File: src/rtl/conv3x3_accumulator_if.sv
// Stream bundle for conv3x3_accumulator: window, kernel and result
// handshakes plus layer-count configuration and the sticky id flag.
interface conv3x3_accumulator_if #(
    parameter int STREAM_DATA_WIDTH = 72,
    parameter int ACC_WIDTH         = 32
);
    logic [9:0]                   no_of_input_layers;
    logic [STREAM_DATA_WIDTH-1:0] in_data;
    logic [9:0]                   in_id;
    logic                         in_valid;
    logic                         in_rdy;
    logic [STREAM_DATA_WIDTH-1:0] w_data;
    logic                         w_valid;
    logic                         w_rdy;
    logic [ACC_WIDTH-1:0]         out_data;
    logic                         out_valid;
    logic                         out_rdy;
    logic                         id_error;

    modport slave (
        input  no_of_input_layers, in_data, in_id, in_valid,
        input  w_data, w_valid, out_rdy,
        output in_rdy, w_rdy, out_data, out_valid, id_error
    );

    modport master (
        output no_of_input_layers, in_data, in_id, in_valid,
        output w_data, w_valid, out_rdy,
        input  in_rdy, w_rdy, out_data, out_valid, id_error
    );
endinterface

File: src/rtl/conv3x3_accumulator.sv
// 3x3 window x kernel dot product accumulated over N input layers.
// Ports: clk, rst_n (async low), bus (slave: window/kernel in, result out).
module conv3x3_accumulator #(
    parameter int STREAM_DATA_WIDTH = 72,
    parameter int ACC_WIDTH         = 32
) (
    input logic                  clk,
    input logic                  rst_n,
    conv3x3_accumulator_if.slave bus
);
    localparam int LANES = STREAM_DATA_WIDTH / 8;

    logic adv;
    logic fire;
    logic out_valid;
    logic [ACC_WIDTH-1:0] out_data;
    logic id_error;

    logic [9:0] lcnt;
    logic [9:0] n_reg;
    logic [9:0] n_cur;
    logic       first_cur;
    logic       last_cur;

    logic signed [16:0] prod [LANES];
    logic signed [16:0] s1_p [LANES];
    logic               s1_valid;
    logic               s1_last;
    logic               s1_first;

    logic signed [20:0] sum;
    logic signed [20:0] s2_sum;
    logic               s2_valid;
    logic               s2_last;
    logic               s2_first;

    logic [ACC_WIDTH-1:0] acc;
    logic [ACC_WIDTH-1:0] acc_next;

    assign adv  = !out_valid | bus.out_rdy;
    assign fire = bus.in_valid & bus.w_valid & adv;

    assign bus.in_rdy    = bus.w_valid & adv;
    assign bus.w_rdy     = bus.in_valid & adv;
    assign bus.out_valid = out_valid;
    assign bus.out_data  = out_data;
    assign bus.id_error  = id_error;

    // Group size is sampled only at layer 0; later changes are ignored.
    always_comb begin
        n_cur = n_reg;
        if (lcnt == 10'd0) begin
            n_cur = (bus.no_of_input_layers == 10'd0) ?
                    10'd1 : bus.no_of_input_layers;
        end
        first_cur = (lcnt == 10'd0);
        last_cur  = (lcnt == n_cur - 10'd1);
    end

    // Pixels are unsigned, kernel taps signed: widen both to 17 bits.
    always_comb begin
        for (int k = 0; k < LANES; k++) begin
            prod[k] = $signed({8'b0, bus.in_data[8*k +: 8]}) *
                      $signed({{9{bus.w_data[8*k+7]}},
                               bus.w_data[8*k +: 8]});
        end
    end

    always_comb begin
        sum = '0;
        for (int k = 0; k < LANES; k++) begin
            sum = sum + {{4{s1_p[k][16]}}, s1_p[k]};
        end
    end

    assign acc_next = (s2_first ? '0 : acc) +
                      {{(ACC_WIDTH-21){s2_sum[20]}}, s2_sum};

    always_ff @(posedge clk or negedge rst_n) begin
        if (!rst_n) begin
            lcnt     <= '0;
            n_reg    <= 10'd1;
            id_error <= 1'b0;
        end else if (fire) begin
            lcnt <= last_cur ? 10'd0 : lcnt + 10'd1;
            if (first_cur) n_reg <= n_cur;
            if (bus.in_id != lcnt) id_error <= 1'b1;
        end
    end

    always_ff @(posedge clk or negedge rst_n) begin
        if (!rst_n) begin
            for (int k = 0; k < LANES; k++) s1_p[k] <= '0;
            s1_valid <= 1'b0;
            s1_last  <= 1'b0;
            s1_first <= 1'b0;
        end else if (adv) begin
            s1_valid <= fire;
            if (fire) begin
                s1_p     <= prod;
                s1_last  <= last_cur;
                s1_first <= first_cur;
            end
        end
    end

    always_ff @(posedge clk or negedge rst_n) begin
        if (!rst_n) begin
            s2_sum   <= '0;
            s2_valid <= 1'b0;
            s2_last  <= 1'b0;
            s2_first <= 1'b0;
        end else if (adv) begin
            s2_sum   <= sum;
            s2_valid <= s1_valid;
            s2_last  <= s1_last;
            s2_first <= s1_first;
        end
    end

    // adv high means the held result (if any) is consumed this cycle,
    // so out_valid simply follows whether a group completes now.
    always_ff @(posedge clk or negedge rst_n) begin
        if (!rst_n) begin
            acc       <= '0;
            out_data  <= '0;
            out_valid <= 1'b0;
        end else if (adv) begin
            out_valid <= s2_valid & s2_last;
            if (s2_valid) begin
                if (s2_last) begin
                    out_data <= acc_next;
                    acc      <= '0;
                end else begin
                    acc <= acc_next;
                end
            end
        end
    end
endmodule

File: src/flat_wrapper.sv
// flat-port wrapper written by rule: the top's interface ports become plain ports
module conv3x3_accumulator_flat 
#(
    parameter int STREAM_DATA_WIDTH = 72,
    parameter int ACC_WIDTH         = 32
)
  (clk, rst_n, bus_no_of_input_layers, bus_in_data, bus_in_id, bus_in_valid, bus_w_data, bus_w_valid, bus_out_rdy, bus_in_rdy, bus_w_rdy, bus_out_data, bus_out_valid, bus_id_error);
  conv3x3_accumulator_if #(.STREAM_DATA_WIDTH(STREAM_DATA_WIDTH), .ACC_WIDTH(ACC_WIDTH)) bus_i ();
  input logic clk;
  input logic rst_n;
  input wire logic [$bits(bus_i.no_of_input_layers)-1:0] bus_no_of_input_layers;
  input wire logic [$bits(bus_i.in_data)-1:0] bus_in_data;
  input wire logic [$bits(bus_i.in_id)-1:0] bus_in_id;
  input wire logic [$bits(bus_i.in_valid)-1:0] bus_in_valid;
  input wire logic [$bits(bus_i.w_data)-1:0] bus_w_data;
  input wire logic [$bits(bus_i.w_valid)-1:0] bus_w_valid;
  input wire logic [$bits(bus_i.out_rdy)-1:0] bus_out_rdy;
  output wire logic [$bits(bus_i.in_rdy)-1:0] bus_in_rdy;
  output wire logic [$bits(bus_i.w_rdy)-1:0] bus_w_rdy;
  output wire logic [$bits(bus_i.out_data)-1:0] bus_out_data;
  output wire logic [$bits(bus_i.out_valid)-1:0] bus_out_valid;
  output wire logic [$bits(bus_i.id_error)-1:0] bus_id_error;
  assign bus_i.no_of_input_layers = bus_no_of_input_layers;
  assign bus_i.in_data = bus_in_data;
  assign bus_i.in_id = bus_in_id;
  assign bus_i.in_valid = bus_in_valid;
  assign bus_i.w_data = bus_w_data;
  assign bus_i.w_valid = bus_w_valid;
  assign bus_i.out_rdy = bus_out_rdy;
  assign bus_in_rdy = bus_i.in_rdy;
  assign bus_w_rdy = bus_i.w_rdy;
  assign bus_out_data = bus_i.out_data;
  assign bus_out_valid = bus_i.out_valid;
  assign bus_id_error = bus_i.id_error;
  conv3x3_accumulator #(.STREAM_DATA_WIDTH(STREAM_DATA_WIDTH), .ACC_WIDTH(ACC_WIDTH)) u_core (.clk(clk), .rst_n(rst_n), .bus(bus_i));
endmodule
File: config.mk
export PLATFORM = sky130hd
export DESIGN_NAME = conv3x3_accumulator_flat
export DESIGN_NICKNAME = d
export VERILOG_FILES = /design/src/rtl/conv3x3_accumulator_if.sv /design/src/rtl/conv3x3_accumulator.sv /design/src/flat_wrapper.sv
export SDC_FILE = /design/constraint.sdc
export NUM_CORES = 2
export LEC_CHECK = 0
export BUFFER_PORTS_ARGS = -buffer_cell sky130_fd_sc_hd__clkbuf_2
export CORE_UTILIZATION = 35
export CTS_CLUSTER_SIZE = 12
export DETAILED_ROUTE_END_ITERATION = 10
export GPL_ROUTABILITY_DRIVEN = 0
export MAX_ROUTING_LAYER = met4
export PLACE_DENSITY = 0.6
export SKIP_LAST_GASP = 1
export SYNTH_ARGS = -nofsm -noshare
export SYNTH_HDL_FRONTEND = slang
export SYNTH_SLANG_ARGS = --single-unit
File: constraint.sdc
create_clock -name clk -period 5.8 [get_ports clk]
set_input_delay 0.58 -clock clk [delete_from_list [all_inputs] [get_ports clk]]
set_output_delay 0.58 -clock clk [all_outputs]
set_load 0.005 [all_outputs]
### Word-level counts from Yosys, hierarchy flattened

Cells that the tools add are included.

| word-level totals | value |
|---|---|
| word-level logic and storage cells | 63 |
| flip-flop bits (word level) | 266 |
| output and inout port bits | 36 |
| input bits | 169 |

| operators by class | value |
|---|---|
| equality and inequality tests | 2 |
| reduce and logical (&&, ||, !) cells | 8 |
| multiply operators | 9 |
| $add $sub $neg | 11 |
| bitwise operators | 6 |
| muxes and demuxes | 5 |

Operator list:

| cell | number |
|---|---|
| $mul 9x8->17 | 9 |
| $add 21x21->21 | 7 |
| $mux 32 | 2 |
| $add 32x32->32 | 1 |
| $mux 10 | 3 |
| $logic_not 10->1 | 2 |
| $add 17x17->18 | 1 |
| $add 10x1->10 const B | 1 |
| $eq 10x10->1 | 1 |
| $ne 10x10->1 | 1 |
| $sub 10x1->10 const B | 1 |
| $reduce_and 2->1 | 4 |
| $and 1x1->1 | 5 |
| $reduce_and 3->1 | 1 |
| $logic_not 1->1 | 1 |
| $or 1x1->1 | 1 |

### Longest topological paths before layout

| logic depth | value |
|---|---|
| word-level depth | 8 |
| gate-level depth with buffers | 26 |
| mapped depth without buffers | 26 |

### Worst setup path after synthesis

No wires, ideal clock.

| timing | value |
|---|---|
| kind | reg-to-reg |
| from | register u_core.s1_p[120] (netlist name) |
| to | register u_core.s2_sum[20] |
| arrival | 5610 ps |
| required time | 5705 ps |
| setup time | 95 ps |
| setup slack | 94 ps |
| stages on the path, launching flop included | 25 |
| clock period less this slack | 5706 ps |
| buffers on the path | 0 |
| cells stage by stage | dfrtp_1 ha_1 a21o_1 a21oi_1 o21a_1 o21ai_0 a41o_1 o21ai_0 a21oi_1 a211oi_1 a21oi_1 fa_1 inv_1 fa_1 fa_1 inv_1 fa_1 ha_1 a21boi_0 o21ai_0 nand2b_1 o31a_1 o211a_1 o21a_1 o31ai_1 |

| on the way | value |
|---|---|
| cells in the longest elaborated chain, start to end | 8 |

RTL lines:

| element | line | source |
|---|---|---|
| from (decl) | conv3x3_accumulator.sv:26 | `logic signed [16:0] s1_p [LANES];` |
| from (signal assigned) | conv3x3_accumulator.sv:100 | `s1_p <= prod;` |
| $add 17x17->18 | conv3x3_accumulator.sv:72 | `sum = sum + {{4{s1_p[k][16]}}, s1_p[k]};` |
| $add 21x21->21 (7 in series) | conv3x3_accumulator.sv:72 |  |
| to (signal assigned) | conv3x3_accumulator.sv:114 | `s2_sum <= sum;` |
| to (decl) | conv3x3_accumulator.sv:32 | `logic signed [20:0] s2_sum;` |

Every way passes these cells.
A chain may end at the register's enable or synchronous reset.

### Worst setup path after layout

| timing | value |
|---|---|
| from | register u_core.s1_p[136] (netlist name) |
| to | register u_core.s2_sum[20] |

The elaborated chain is that of the path after synthesis.

==> impl_metrics.env <==
export IMPL_cpMostUsedCell="fa_1"
export IMPL_status="complete, but fails checks"
export IMPL_r2r_slack_ps=-10
export IMPL_cp_buffers_inverters=4
export IMPL_synth_xor_area_share_pct=4.090
export IMPL_fin_cells=5478
export IMPL_end_kind="register"
export IMPL_regMostFlops="u_core.s1_p"
export IMPL_ys_seq_area_share_pct=18.78
export IMPL_setup_worst_path_start_class="register"
export IMPL_relSlewSlack_pct=28.39
export IMPL_syn_area_per_cell_um2=9.160
export IMPL_first_pass_iters=5
export IMPL_cpPeakStageDelay_ps=520
export IMPL_yosys_area_share_adder_pct=41.26
export IMPL_ys_types=79
export IMPL_synth_flop_cell="dfrtp_1"
export IMPL_cp_data_arrival_time_ps=6260
export IMPL_dp_cells=5410
export IMPL_routedWlPerCell_um=15.35
export IMPL_fmax_mhz=172.1
export IMPL_synth_mux_area_fraction_pct=1.570
export IMPL_clk_latency_ps=550
export IMPL_portBuffers=204
export IMPL_critical_path_required_ps=6250
export IMPL_syn_nets=4943
export IMPL_pin_count=205
export IMPL_synth_simple_area_share_pct=17.27
export IMPL_min_path_type="in -> reg"
export IMPL_synth_edff_count=0
export IMPL_numCtsBuffers=35
export IMPL_core_area_um2=100300
export IMPL_holdWs_ps=324.7
export IMPL_hold_viol_final=0
export IMPL_cts_tree="built"
export IMPL_worst_slack_ps=-11.81
export IMPL_final_layout_size_suffix_gt1_share_pct=9.731
export IMPL_track_usage_pct=17.41
export IMPL_area_delta_synth_final_pct=11.62
export IMPL_place_hpwl_um=69490
export IMPL_ys_warn_count=0
export IMPL_antenna_found_initial=0
export IMPL_cts_max_level=2
export IMPL_clk_path_buf_depth=3
export IMPL_fin_area_um2=39580
export IMPL_synth_top_family_by_area="adder cells"
export IMPL_grt_max_degree=140
export IMPL_final_common_cell="inv_1"
export IMPL_drt_wl_total_um=84080
export IMPL_cts_clk_slew_worst_paths_ps=60
export IMPL_top_regs="u_core.s1_p (153), u_core.acc (32), u_core.bus.out_data (32)"
export IMPL_ant_nets=0
export IMPL_antenna_cells=0
export IMPL_fin_crit_ps=5812
export IMPL_crit_fanout=4
export IMPL_first_iter_violations=1169
export IMPL_fp_dieW_um=320.3
export IMPL_rsz0062_at_grt="yes"
export IMPL_drt_vias_per_instance=4.759
export IMPL_violations="setup timing"
export IMPL_path_class="reg -> reg"
export IMPL_finalClockSkew_ps=21.64
export IMPL_cpMaxStageDelayCell="fa_1"
export IMPL_drc=0
export IMPL_final_cell_mix="677 x inv_1, 509 x nand2_1, 454 x ha_1"
export IMPL_period_share_pct=100.2
export IMPL_synth_compound_area_share_pct=8.899
export IMPL_largest_register_ffs=153
export IMPL_die_h_um=320.3
export IMPL_die_area_um2=102600
export IMPL_place_ws_ps=-336.0
export IMPL_syn_inst=3871
export IMPL_synthArstFlopShare_pct=100.0
export IMPL_synth_seq_cells=266
export IMPL_start_util_pct=35.35
export IMPL_rows=116
export IMPL_grt_pass1_vias=26870
export IMPL_critPathTopFamily="adder cells"
export IMPL_grt_pass1_wl_um=141200
export IMPL_tightest_slew_ps=1070
export IMPL_slew_violations=0
export IMPL_nets=5169
export IMPL_setup_viol=1
export IMPL_cap_viol_max_count=0
export IMPL_cts_root_buf="clkbuf_16"
export IMPL_synthesis_area_um2=35460
export IMPL_place_area_um2=38220
export IMPL_grt_ovfl_total=0
export IMPL_vias=26070
export IMPL_clock_sinks=266
cell families (layout without fill, tap and decap cells):
logic type | after synthesis | count (layout)
and+or+nand+nor | 1234 | 1234
adders and majority gates | 903 | 903
buffers and inverters | 747 | 997
AOI/OAI and AO/OA | 508 | 508
DFF | 266 | 266
xor gates and xnor gates | 164 | 164
muxes | 49 | 49
cells in the mapped netlist, types with 7 or more instances:
library cell  count  area [um2]
inv_1           680        2552
nand2_1         511        1918
ha_1            459        5743
fa_1            444        8889
and2_1          297        1858
dfrtp_1         265        6631
o21ai_0         184       920.9
nor2_1          119       446.7
a21oi_1         105       525.5
xnor2_1          93       814.5
nand2b_1         72       450.4
xor2_1           70       613.1
clkbuf_1         52       195.2
a21o_1           51       382.9
nor2b_1          50       312.8
nand3_1          46       230.2
nor3_1           36       180.2
mux2_2           32       360.4
o31ai_1          31       232.7
or3_1            28       175.2
and3_1           26       162.7
a22o_1           24       210.2
a21boi_0         16       120.1
a31oi_1          15       93.84
mux2i_1          14       140.1
o21bai_1         14       105.1
o211ai_1         13       97.59
o21a_1           10       75.07
nor4_1            9       56.30
or2_2             8       50.05
nand4_1           7       43.79
o41ai_1           7       61.31
per-layer routing:
| layer | vias to the layer above | track usage [%] | routed length [um] |
|---|---|---|---|
| met2 | 351 | 28.68 | 40170 |
| met5 | - | - | 0 |
| li1 | 12800 | - | - |
| met1 | 12840 | 23.30 | 39860 |
| met3 | 74 | 2.090 | 2807 |
| met4 | 0 | 2.807 | 1246 |
per-stage QoR:
stage | util, % | TNS (ps)
final | 39.46 | -11.81
after global routing | 39.46 | -990.2
after CTS | 39.35 | -221.3
after detailed placement | 38.11 | -1078
after global placement | 38.11 | -639.1
after floorplan | - | 0
worst paths after layout:
check,start,depth (start not counted),endpoint
min in group asynchronous,rst_n,2,u_core.n_reg[9]
worst max register to register,u_core.s1_p[136],26,u_core.s2_sum[20]
worst min register to register,u_core.bus.id_error,1,u_core.bus.id_error
max in group asynchronous,rst_n,3,u_core.s1_p[31]
worst max-delay path,u_core.s1_p[136],26,u_core.s2_sum[20]
worst min-delay path,bus_no_of_input_layers[8],2,u_core.n_reg[8]
cell type report:
type / count / area [um2]
sequential: 266 / 6658
timing repair buffer: 255 / 1436
clock buffer: 51 / 1007
clock inverter: 10 / 120.1
multi-input combinational: 2858 / 26100
inverter: 681 / 2556
fill: 10020 / 60710
tap: 1357 / 1698
timing repair:
| action | in CTS | in global routing |
|---|---|---|
| endpoints found under the hold margin | 51 | 0 |
| setup endpoints to repair | 5 | 8 |
| gates resized for setup | 23 | 24 |
| setup buffers | 5 | 3 |
| hold buffers | 1 | 0 |
| pin swaps | 23 | 26 |
Power is left out: the tool's default activity adds up to more than one toggle a clock period on the data nets, which glitch-free logic cannot reach.
